**config.mk**
```make
export PLATFORM = sky130hd
export DESIGN_NAME = fifo_sync_prog
export DESIGN_NICKNAME = d
export VERILOG_FILES = /design/src/rtl/fifo_sync_pkg.sv /design/src/rtl/fifo_sync_ram.sv /design/src/rtl/fifo_sync_prog.sv
export SDC_FILE = /design/constraint.sdc
export NUM_CORES = 2
export LEC_CHECK = 0
export CAP_MARGIN = 20
export CELL_PAD_IN_SITES_DETAIL_PLACEMENT = 0
export CELL_PAD_IN_SITES_GLOBAL_PLACEMENT = 1
export CORE_UTILIZATION = 56
export CTS_CLUSTER_SIZE = 24
export DETAILED_ROUTE_END_ITERATION = 8
export PLACE_DENSITY = 0.86
export SYNTH_ARGS = -nofsm -noshare
export SYNTH_HDL_FRONTEND = slang
export SYNTH_SLANG_ARGS = --single-unit
```
**constraint.sdc**
```tcl
create_clock -name clk -period 5.3 [get_ports clk]
set_input_delay 0.53 -clock clk [delete_from_list [all_inputs] [get_ports clk]]
set_output_delay 0.53 -clock clk [all_outputs]
set_load 0.05 [all_outputs]
```
**src/rtl/fifo_sync_pkg.sv**
```systemverilog
// -----------------------------------------------------------------------------
// fifo_sync_pkg
// Shared helpers for the programmable synchronous FIFO:
//   clog2        - ceiling log2 for sizing derived from a depth
//   count_width  - width of pointers/occupancy for a given address width
//   fifo_status_t - bundle of the FIFO status flags
// -----------------------------------------------------------------------------
package fifo_sync_pkg;

   // Ceiling log2; the loop bound keeps the function elaboration-safe.
   function automatic int clog2(input int value);
      int result;
      result = 0;
      for (int i = 0; i < 32; i++) begin
         if ((32'd1 << result) < value) begin
            result = result + 1;
         end
      end
      return result;
   endfunction

   // Pointers and occupancy carry one extra bit so that full and empty differ.
   function automatic int count_width(input int address_width);
      return address_width + 1;
   endfunction

   typedef struct packed {
      logic full;
      logic empty;
      logic almost_full;
      logic almost_empty;
      logic overflow;
      logic underflow;
   } fifo_status_t;

endpackage

```
**src/rtl/fifo_sync_ram.sv**
```systemverilog
// -----------------------------------------------------------------------------
// fifo_sync_ram
// Simple dual-port RAM, DATA_WIDTH x 2**ADDRESS_WIDTH, one write port and one
// registered read port. Storage is not reset; only the read register is.
// Ports:
//   clk, reset          - clock, synchronous active-high reset (read register)
//   wr_en/wr_addr/wr_data - write port
//   rd_en/rd_addr       - read request; rd_data updates on the edge, else holds
//   rd_data             - registered read data
// -----------------------------------------------------------------------------
module fifo_sync_ram #(
   parameter int ADDRESS_WIDTH = 8,
   parameter int DATA_WIDTH    = 8
) (
   input  logic                     clk,
   input  logic                     reset,
   input  logic                     wr_en,
   input  logic [ADDRESS_WIDTH-1:0] wr_addr,
   input  logic [DATA_WIDTH-1:0]    wr_data,
   input  logic                     rd_en,
   input  logic [ADDRESS_WIDTH-1:0] rd_addr,
   output logic [DATA_WIDTH-1:0]    rd_data
);

   logic [DATA_WIDTH-1:0] mem_r [0:(1 << ADDRESS_WIDTH)-1];

   // storage write port
   always_ff @(posedge clk) begin
      if (wr_en) begin
         mem_r[wr_addr] <= wr_data;
      end
   end

   // registered read port, holds its value when no read is requested
   always_ff @(posedge clk) begin
      if (reset) begin
         rd_data <= {DATA_WIDTH{1'b0}};
      end else if (rd_en) begin
         rd_data <= mem_r[rd_addr];
      end
   end

endmodule

```
**src/rtl/fifo_sync_prog.sv**
```systemverilog
// -----------------------------------------------------------------------------
// fifo_sync_prog
// Synchronous FIFO with protected push/pop, exact occupancy count,
// programmable almost-full/almost-empty thresholds and sticky error flags.
// Optional macro FIFO_SYNC_FWFT_EN selects first-word-fall-through reads;
// without it reads have one cycle of latency.
// Ports:
//   clk, reset                - clock, synchronous active-high reset
//   wr_en, data_in, wr_rdy    - push side (wr_rdy = ~full)
//   rd_en, data_out, rd_rdy   - pop side (rd_rdy = ~empty)
//   afull_thresh, aempty_thresh - almost_full / almost_empty levels
//   count                     - occupancy 0..FIFO_DEPTH
//   full, empty, almost_full, almost_empty - status
//   overflow, underflow, err_clr - sticky errors and their clear
// -----------------------------------------------------------------------------
module fifo_sync_prog
   import fifo_sync_pkg::*;
#(
   parameter int ADDRESS_WIDTH = 8,
   parameter int DATA_WIDTH    = 8
) (
   input  logic                   clk,
   input  logic                   reset,
   input  logic                   wr_en,
   input  logic [DATA_WIDTH-1:0]  data_in,
   output logic                   wr_rdy,
   input  logic                   rd_en,
   output logic [DATA_WIDTH-1:0]  data_out,
   output logic                   rd_rdy,
   input  logic [ADDRESS_WIDTH:0] afull_thresh,
   input  logic [ADDRESS_WIDTH:0] aempty_thresh,
   output logic [ADDRESS_WIDTH:0] count,
   output logic                   full,
   output logic                   empty,
   output logic                   almost_full,
   output logic                   almost_empty,
   output logic                   overflow,
   output logic                   underflow,
   input  logic                   err_clr
);

   localparam int FIFO_DEPTH = 1 << ADDRESS_WIDTH;
   localparam int CW         = count_width(ADDRESS_WIDTH);
   localparam logic [ADDRESS_WIDTH:0] DEPTH_COUNT = CW'(FIFO_DEPTH);
   localparam logic [ADDRESS_WIDTH:0] PTR_ZERO    = {(ADDRESS_WIDTH+1){1'b0}};
   localparam logic [ADDRESS_WIDTH:0] PTR_ONE     = {{ADDRESS_WIDTH{1'b0}}, 1'b1};

   logic [ADDRESS_WIDTH:0] wr_ad_r;
   logic [ADDRESS_WIDTH:0] rd_ad_r;
   logic [ADDRESS_WIDTH:0] ram_count_s;
   logic [ADDRESS_WIDTH:0] count_s;
   logic                   full_s;
   logic                   empty_s;
   logic                   wr_acc_s;
   logic                   rd_acc_s;
   logic                   ram_we_s;
   logic                   ram_rd_en_s;
   logic                   overflow_r;
   logic                   underflow_r;
   fifo_status_t           status_s;
`ifdef FIFO_SYNC_FWFT_EN
   logic                   fwft_valid_r;
`endif

   // occupancy, full/empty and accept decode from pre-edge state
   always_comb begin
      ram_count_s = wr_ad_r - rd_ad_r;
`ifdef FIFO_SYNC_FWFT_EN
      // the head word sitting in the output register is part of the occupancy
      count_s     = ram_count_s + {{ADDRESS_WIDTH{1'b0}}, fwft_valid_r};
      empty_s     = ~fwft_valid_r;
`else
      count_s     = ram_count_s;
      empty_s     = (count_s == PTR_ZERO);
`endif
      full_s      = (count_s == DEPTH_COUNT);
      wr_acc_s    = wr_en & ~full_s;
      rd_acc_s    = rd_en & ~empty_s;
      ram_we_s    = wr_acc_s & ~reset;
`ifdef FIFO_SYNC_FWFT_EN
      // refill the output register when it is empty or being popped
      ram_rd_en_s = (ram_count_s != PTR_ZERO) & (~fwft_valid_r | rd_acc_s);
`else
      ram_rd_en_s = rd_acc_s;
`endif
   end

   // write/read pointers; the extra top bit distinguishes full from empty
   always_ff @(posedge clk) begin
      if (reset) begin
         wr_ad_r <= PTR_ZERO;
         rd_ad_r <= PTR_ZERO;
      end else begin
         if (wr_acc_s) begin
            wr_ad_r <= wr_ad_r + PTR_ONE;
         end
         if (ram_rd_en_s) begin
            rd_ad_r <= rd_ad_r + PTR_ONE;
         end
      end
   end

`ifdef FIFO_SYNC_FWFT_EN
   // output register valid: set on every refill, cleared when the last head is popped
   always_ff @(posedge clk) begin
      if (reset) begin
         fwft_valid_r <= 1'b0;
      end else if (ram_rd_en_s) begin
         fwft_valid_r <= 1'b1;
      end else if (rd_acc_s) begin
         fwft_valid_r <= 1'b0;
      end else begin
         fwft_valid_r <= fwft_valid_r;
      end
   end
`endif

   // sticky error flags; a new error in the same cycle beats err_clr
   always_ff @(posedge clk) begin
      if (reset) begin
         overflow_r  <= 1'b0;
         underflow_r <= 1'b0;
      end else begin
         if (wr_en & full_s) begin
            overflow_r <= 1'b1;
         end else if (err_clr) begin
            overflow_r <= 1'b0;
         end
         if (rd_en & empty_s) begin
            underflow_r <= 1'b1;
         end else if (err_clr) begin
            underflow_r <= 1'b0;
         end
      end
   end

   // status bundle; thresholds are live inputs so changes show immediately
   always_comb begin
      status_s.full         = full_s;
      status_s.empty        = empty_s;
      status_s.almost_full  = (count_s >= afull_thresh);
      status_s.almost_empty = (count_s <= aempty_thresh);
      status_s.overflow     = overflow_r;
      status_s.underflow    = underflow_r;
   end

   assign full         = status_s.full;
   assign empty        = status_s.empty;
   assign almost_full  = status_s.almost_full;
   assign almost_empty = status_s.almost_empty;
   assign overflow     = status_s.overflow;
   assign underflow    = status_s.underflow;
   assign wr_rdy       = ~status_s.full;
   assign rd_rdy       = ~status_s.empty;
   assign count        = count_s;

   // storage; in first-word-fall-through mode its read register is the head slot
   fifo_sync_ram #(
      .ADDRESS_WIDTH (ADDRESS_WIDTH),
      .DATA_WIDTH    (DATA_WIDTH)
   ) u_ram (
      .clk     (clk),
      .reset   (reset),
      .wr_en   (ram_we_s),
      .wr_addr (wr_ad_r[ADDRESS_WIDTH-1:0]),
      .wr_data (data_in),
      .rd_en   (ram_rd_en_s),
      .rd_addr (rd_ad_r[ADDRESS_WIDTH-1:0]),
      .rd_data (data_out)
   );

endmodule

```
======== Word level (Yosys, flattened, before mapping) ========
Memories as Yosys holds them, arrays and structs flattened. A register that Yosys moved wholly into a read port is not among the register bits.
Index checks and enable logic that the tools add are counted.
W data, S select, Z words.
storage, ports and cells
  register bits ........................... 20
  RAM bits ................................ 2,048
  input port bits ......................... 31
  output and inout bits ................... 25
  logic and storage cells ................. 27
  memories kept ........................... 1
memories
  name         words  width  rd ports  clocked after memory_dff  wr ports  RTL line             RTL
  u_ram.mem_r  256    8      1         1                         1         fifo_sync_ram.sv:25  logic [DATA_WIDTH-1:0] mem_r [0:(1 << ADDRESS_WIDTH)-1];
cells by class
  add/sub/neg operators ................... 3
  order comparisons ....................... 2
  equal/unequal tests ..................... 1
  mux-type cells .......................... 5
  bitwise gates (word level) .............. 8
  reduce and logical (&&, ||, !) cells .... 3
operator list
  kind                   number
  $add A9 B1 Y9 const B  2
  $eq A9 B9 Y1 const B   1
  $ge A9 B9 Y1           1
  $le A9 B9 Y1           1
  $logic_not A9 Y1       1
  $sub A9 B9 Y9          1
  $and A1 B1 Y1          5
  $mux W1                5
  $reduce_bool A2 Y1     2
  $not A1 Y1             3

======== Depth between registers and ports, before layout ========
  depth in word-level cells ............... 7
  mapped depth ............................ 17

======== Hierarchy ========
A second synthesis with hierarchy kept.
second synthesis, totals
  cell total of the unflattened synthesis .. 4,180
  area total of the unflattened synthesis .. 82,434.1 µm²
modules (own cells, without submodules)
  module          instances  cells an instance  area each (µm²)  sequential area each (µm²)
  fifo_sync_ram   1          3,938              80,524.7         61,659.1
  fifo_sync_prog  1          242                1,909.3          400.4

======== Least setup slack after synthesis ========
OpenSTA, ideal clock, no wires.
  kind .................................... reg2out
  start ................................... register rd_ad_r[2]
  end ..................................... output port almost_empty
  arrival ................................. 4,801 ps
  path slack .............................. -31 ps
  stages on the path, launching flop included .. 16
  path buffers ............................ 3
  cells stage by stage .................... dfxtp_1 > buf_2 > inv_1 > clkbuf_1 > buf_1 > ha_1 > o21a_1 > o31a_1 > a21oi_1 > ha_1 > o21a_1 > o21a_1 > o211ai_1 > a21oi_1 > maj3_1 > a22oi_1
on the way
  longest elaborated chain between the ends .. 2
ends and longest elaborated chain
  what                    RTL line               RTL
  from (decl)             fifo_sync_prog.sv:49   logic [ADDRESS_WIDTH:0] rd_ad_r;
  from (signal assigned)  fifo_sync_prog.sv:98   rd_ad_r <= rd_ad_r + PTR_ONE;
  $sub A9 B9 Y9           fifo_sync_prog.sv:67   ram_count_s = wr_ad_r - rd_ad_r;
  named net count[3]      fifo_sync_prog.sv:32   output logic [ADDRESS_WIDTH:0] count,
  $le A9 B9 Y1            fifo_sync_prog.sv:142  status_s.almost_empty = (count_s <= aempty_thresh);
  to (decl)               fifo_sync_prog.sv:36   output logic almost_empty,
The timed path passes the listed nets, and every way through them passes these cells.

======== Worst setup path in the final report ========
  start ................................... register wr_ad_r[0]
  end ..................................... memory u_ram.mem_r[149][6] (enable)
on the way
  longest elaborated chain between the ends .. 7
ends and longest elaborated chain
  what                           RTL line              RTL
  from (decl)                    fifo_sync_prog.sv:48  logic [ADDRESS_WIDTH:0] wr_ad_r;
  from (signal assigned)         fifo_sync_prog.sv:95  wr_ad_r <= wr_ad_r + PTR_ONE;
  $sub A9 B9 Y9                  fifo_sync_prog.sv:67
  $eq A9 B9 Y1                   fifo_sync_prog.sv:76  full_s = (count_s == DEPTH_COUNT);
  $not A1 Y1                     fifo_sync_prog.sv:77  wr_acc_s = wr_en & ~full_s;
  $and A1 B1 Y1                  fifo_sync_prog.sv:77
  $and A1 B1 Y1                  fifo_sync_prog.sv:79  ram_we_s = wr_acc_s & ~reset;
  $mux W1                        fifo_sync_ram.sv:29   if (wr_en) begin
  $mux W1 (not written as such)  fifo_sync_ram.sv:30   mem_r[wr_addr] <= wr_data;
  to (decl)                      fifo_sync_ram.sv:25
Parallel ways exist; a longest one is shown, timed or not.

==> results.py <==
metrics = {
    "power_and_ir_drop": {
        "ir_drop_uv": 401,
        "p_int_mw": 28.0,
        "switching_power_mw": 8.68,
        "power.density_mw_per_mm2": 402,
        "pwr-share-seq_pct": 49.3,
        "swShare_pct": 23.7,
        "pwr-share-comb_pct": 12.2,
        "p_leak_nw": 27.9,
        "clkPwrFrac_pct": 38.5,
    },
    "worst_setup_path": {
        "cp_num_buf_inv": 2,
        "critPathRequiredTime_ps": 5720,
        "critPathLaunchType": "flip-flop",
        "crit_type": "reg -> reg",
        "crit_cells": 12,
        "slowest_stage": "nor2_1",
        "r2r_cells": 12,
        "regToRegStartpoint": "wr_ad_r[0]",
        "critical-path-max-stage-delay_ps": 850,
        "reg2reg_to": "u_ram.mem_r[149][6]",
        "cp_max_fo": 14,
        "crit_family": "simple AND/OR/NAND/NOR gates",
        "reg2reg_slack_ps": 160,
        "critical_path_arrival_ps": 5560,
        "crit_chain": "inv_1 > ha_1 > fa_1 > nor2b_1 > o21ai_0 > a21oi_1 > nor4b_2 > o211a_1 > a311oi_4 > buf_4 > nand3_2 > nor2_1",
        "critical_path.endpoint_type": "flip-flop",
    },
    "timing": {
        "finalCriticalPeriod_ps": 5140,
        "setup_viol": 0,
        "finClkSkew_ps": 47.3,
        "worst_pin_slew_ps": 1270,
        "final_max_slew_viol_count": 0,
        "fin_crit_sh_pct": 97.0,
        "rsz0062_at_grt": "no",
        "slew_headroom_pct": 15.5,
        "fmax_ghz": 0.195,
        "holdWs_ps": 340,
        "fin_tns_setup_ps": 0,
        "hold_viol": 0,
    },
    "route": {
        "ant_nets": 0,
        "vias_per_cell": 6.94,
        "remaining_drc_errors": 27,
        "first_pass_iters": 9,
        "wire_per_inst_um": 34.9,
        "routed-via-count": 42359,
        "wl_um": 213000,
        "drt_iter0_drc": 6351,
    },
    "cts": {
        "cts_tree": "done",
        "cts.htree.levels": 4,
        "numCtsBuffers": 192,
        "ctsHoldBuffers": 0,
        "post-cts-setup-buffer-count": 0,
        "insertion_delay_ps": 830,
        "cts_resized": 0,
        "cts.sinks": 2076,
        "path_clk_slew_ps": 60,
        "clock-root-buffer": "clkbuf_16",
        "clockBufferDepth": 3,
    },
    "synthesis": {
        "syn-cell-area_mm2": 0.0815,
        "netlist.area_leader.share_pct": 75.5,
        "syn_nets": 3909,
        "yosys-top-cells-area": "edfxtp_1, mux4_2, nor2_1, a22oi_1, nor3_1",
        "synth.avg_cell_area_um2": 21.2,
        "synth_seq_cells": 2076,
        "yosys_warnings": 0,
        "seq_area_frac_synth_pct": 76.2,
        "ys.flop_type": "edfxtp_1",
        "synth_cells": 3849,
        "ys_async_sr_fraction_pct": 0,
        "synth_cell_type_count": 69,
        "synth_top_area_cell": "edfxtp_1",
        "synth-edff-count": 2048,
    },
    "final_layout": {
        "area.growth.synth_to_final_pct": 11.8,
        "drive_gt1_share_pct": 25.2,
        "layout_commonest_cell": "edfxtp_1",
        "final_cell_mix": "edfxtp_1, mux4_2, nor2_1",
        "finalNetCount": 4098,
        "fill_cells": 9134,
    },
    "grt": {
        "track_usage_pct": 29.3,
        "grt.overflow.total": 0,
        "grt_pass1_vias": 41602,
        "antenna_found_initial": 4,
        "grt_max_degree": 166,
        "grt_pass1_wl_um": 304000,
    },
    "floorplanning": {
        "ios": 56,
        "coreArea_mm2": 0.144,
        "die_area_mm2": 0.147,
        "start_util_pct": 56.6,
        "die_x_um": 383,
        "placementRows": 139,
        "dieHeight_um": 383,
    },
    "placement": {
        "globalplace.congestion": 0.921,
        "io_buffers": 55,
        "dp_hpwl_um": 122000,
    },
    "run": {
        "max_cap_violations": 0,
    },
    "hold_path": {
        "min-delay-start": "data_in[7]",
        "hold_depth": 1,
        "hold_class": "in -> reg",
        "whs_endpoint": "u_ram.mem_r[128][7]",
    },
    "outcome": {
        "violations": "design-rule violations",
        "status": "finished with violations",
    },
}
## cells by family after synthesis
kind of cell	Yosys count	share of synthesized area (%)
AOI/OAI and AO/OA	360	3.11
xor gates and xnor gates	6	0.0645
muxes	587	15.4
buffers and inverters	269	1.80
adders and majority gates	30	0.467
DFF	2076	76.2
and+or+nand+nor	521	2.96
## metrics by stage
stage | utilization (%) | total power [mW] | instance area [µm²] | setup WS (ps) | std cells
after floorplan | - | 21.4 | 81500 | 26.5 | 3849
after global placement | 58.8 | 22.8 | 84700 | 407 | 5745
after detailed placement | 58.8 | 22.8 | 84700 | 321 | 5746
after CTS | 63.2 | 36.7 | 91100 | 295 | 6097
after global routing | 63.3 | 37.5 | 91100 | 57.9 | 6098
final | 63.3 | 36.7 | 91100 | 160 | 6104
## cell usage after synthesis (27+ instances only)
cell and number:
inv_1 34, buf_6 30, nor3_1 114, nor2_1 213, dfxtp_1 28, clkbuf_1 97
buf_2 64, a21oi_1 74, o22ai_1 27, mux4_2 534, ha_1 28, nand2_1 96
mux2i_1 39, a221oi_1 29, edfxtp_1 2048, a22oi_1 88, buf_4 32, o21ai_0 35
a22o_1 30
## per-layer routing
metal	GRT usage, %	vias to the layer above	wire, µm
li1	-	16531	-
met1	40.7	21923	76300
met4	11.3	6	8840
met5	0	-	46
met2	44.6	3385	99600
met3	8.46	514	28400
## state kept, by name, summed over array words and instances, names as in the netlist
name / count
u_ram.mem_r: 2048
rd_ad_r: 9
wr_ad_r: 9
u_ram.rd_data: 8
overflow: 1
underflow: 1
## power by group through the flow
stage	Sequential, mW	Clock, mW	Combinational (mW)
detailed placement	18.4	0	4.38
CTS	18.1	14.2	4.43
floorplan	18.5	0	2.97
global route	18.1	14.8	4.65
global placement	18.4	0	4.35
finish	18.1	14.1	4.46
## how the worst max path moves through the flow
| stage | to | slack, ps | start |
|---|---|---|---|
| final | u_ram.mem_r[149][6] | 160 | wr_ad_r[0] |
| after global placement | u_ram.mem_r[149][2] | 410 | wr_ad_r[2] |
| after floorplan | almost_empty | 30 | rd_ad_r[2] |
| after CTS | u_ram.mem_r[149][6] | 300 | wr_ad_r[0] |
| after global routing | almost_empty | 60 | wr_ad_r[0] |
| after detailed placement | u_ram.mem_r[149][4] | 320 | wr_ad_r[0] |
## layout make-up
| type | instances | area, µm² | area share, % |
|---|---|---|---|
| Clock inverter | 126 | 1390 | 1.52 |
| Inverter | 35 | 134 | 0.147 |
| Clock buffer | 225 | 5010 | 5.50 |
| Sequential cell | 2076 | 62100 | 68.1 |
| Timing Repair Buffer | 229 | 2090 | 2.29 |
| Tap cell | 1903 | 2380 | 2.61 |
| Antenna cell | 6 | 15.0 | 0.0165 |
| Multi-Input combinational cell | 1504 | 18000 | 19.8 |
Note: power is estimated with default switching activity, not from simulation.
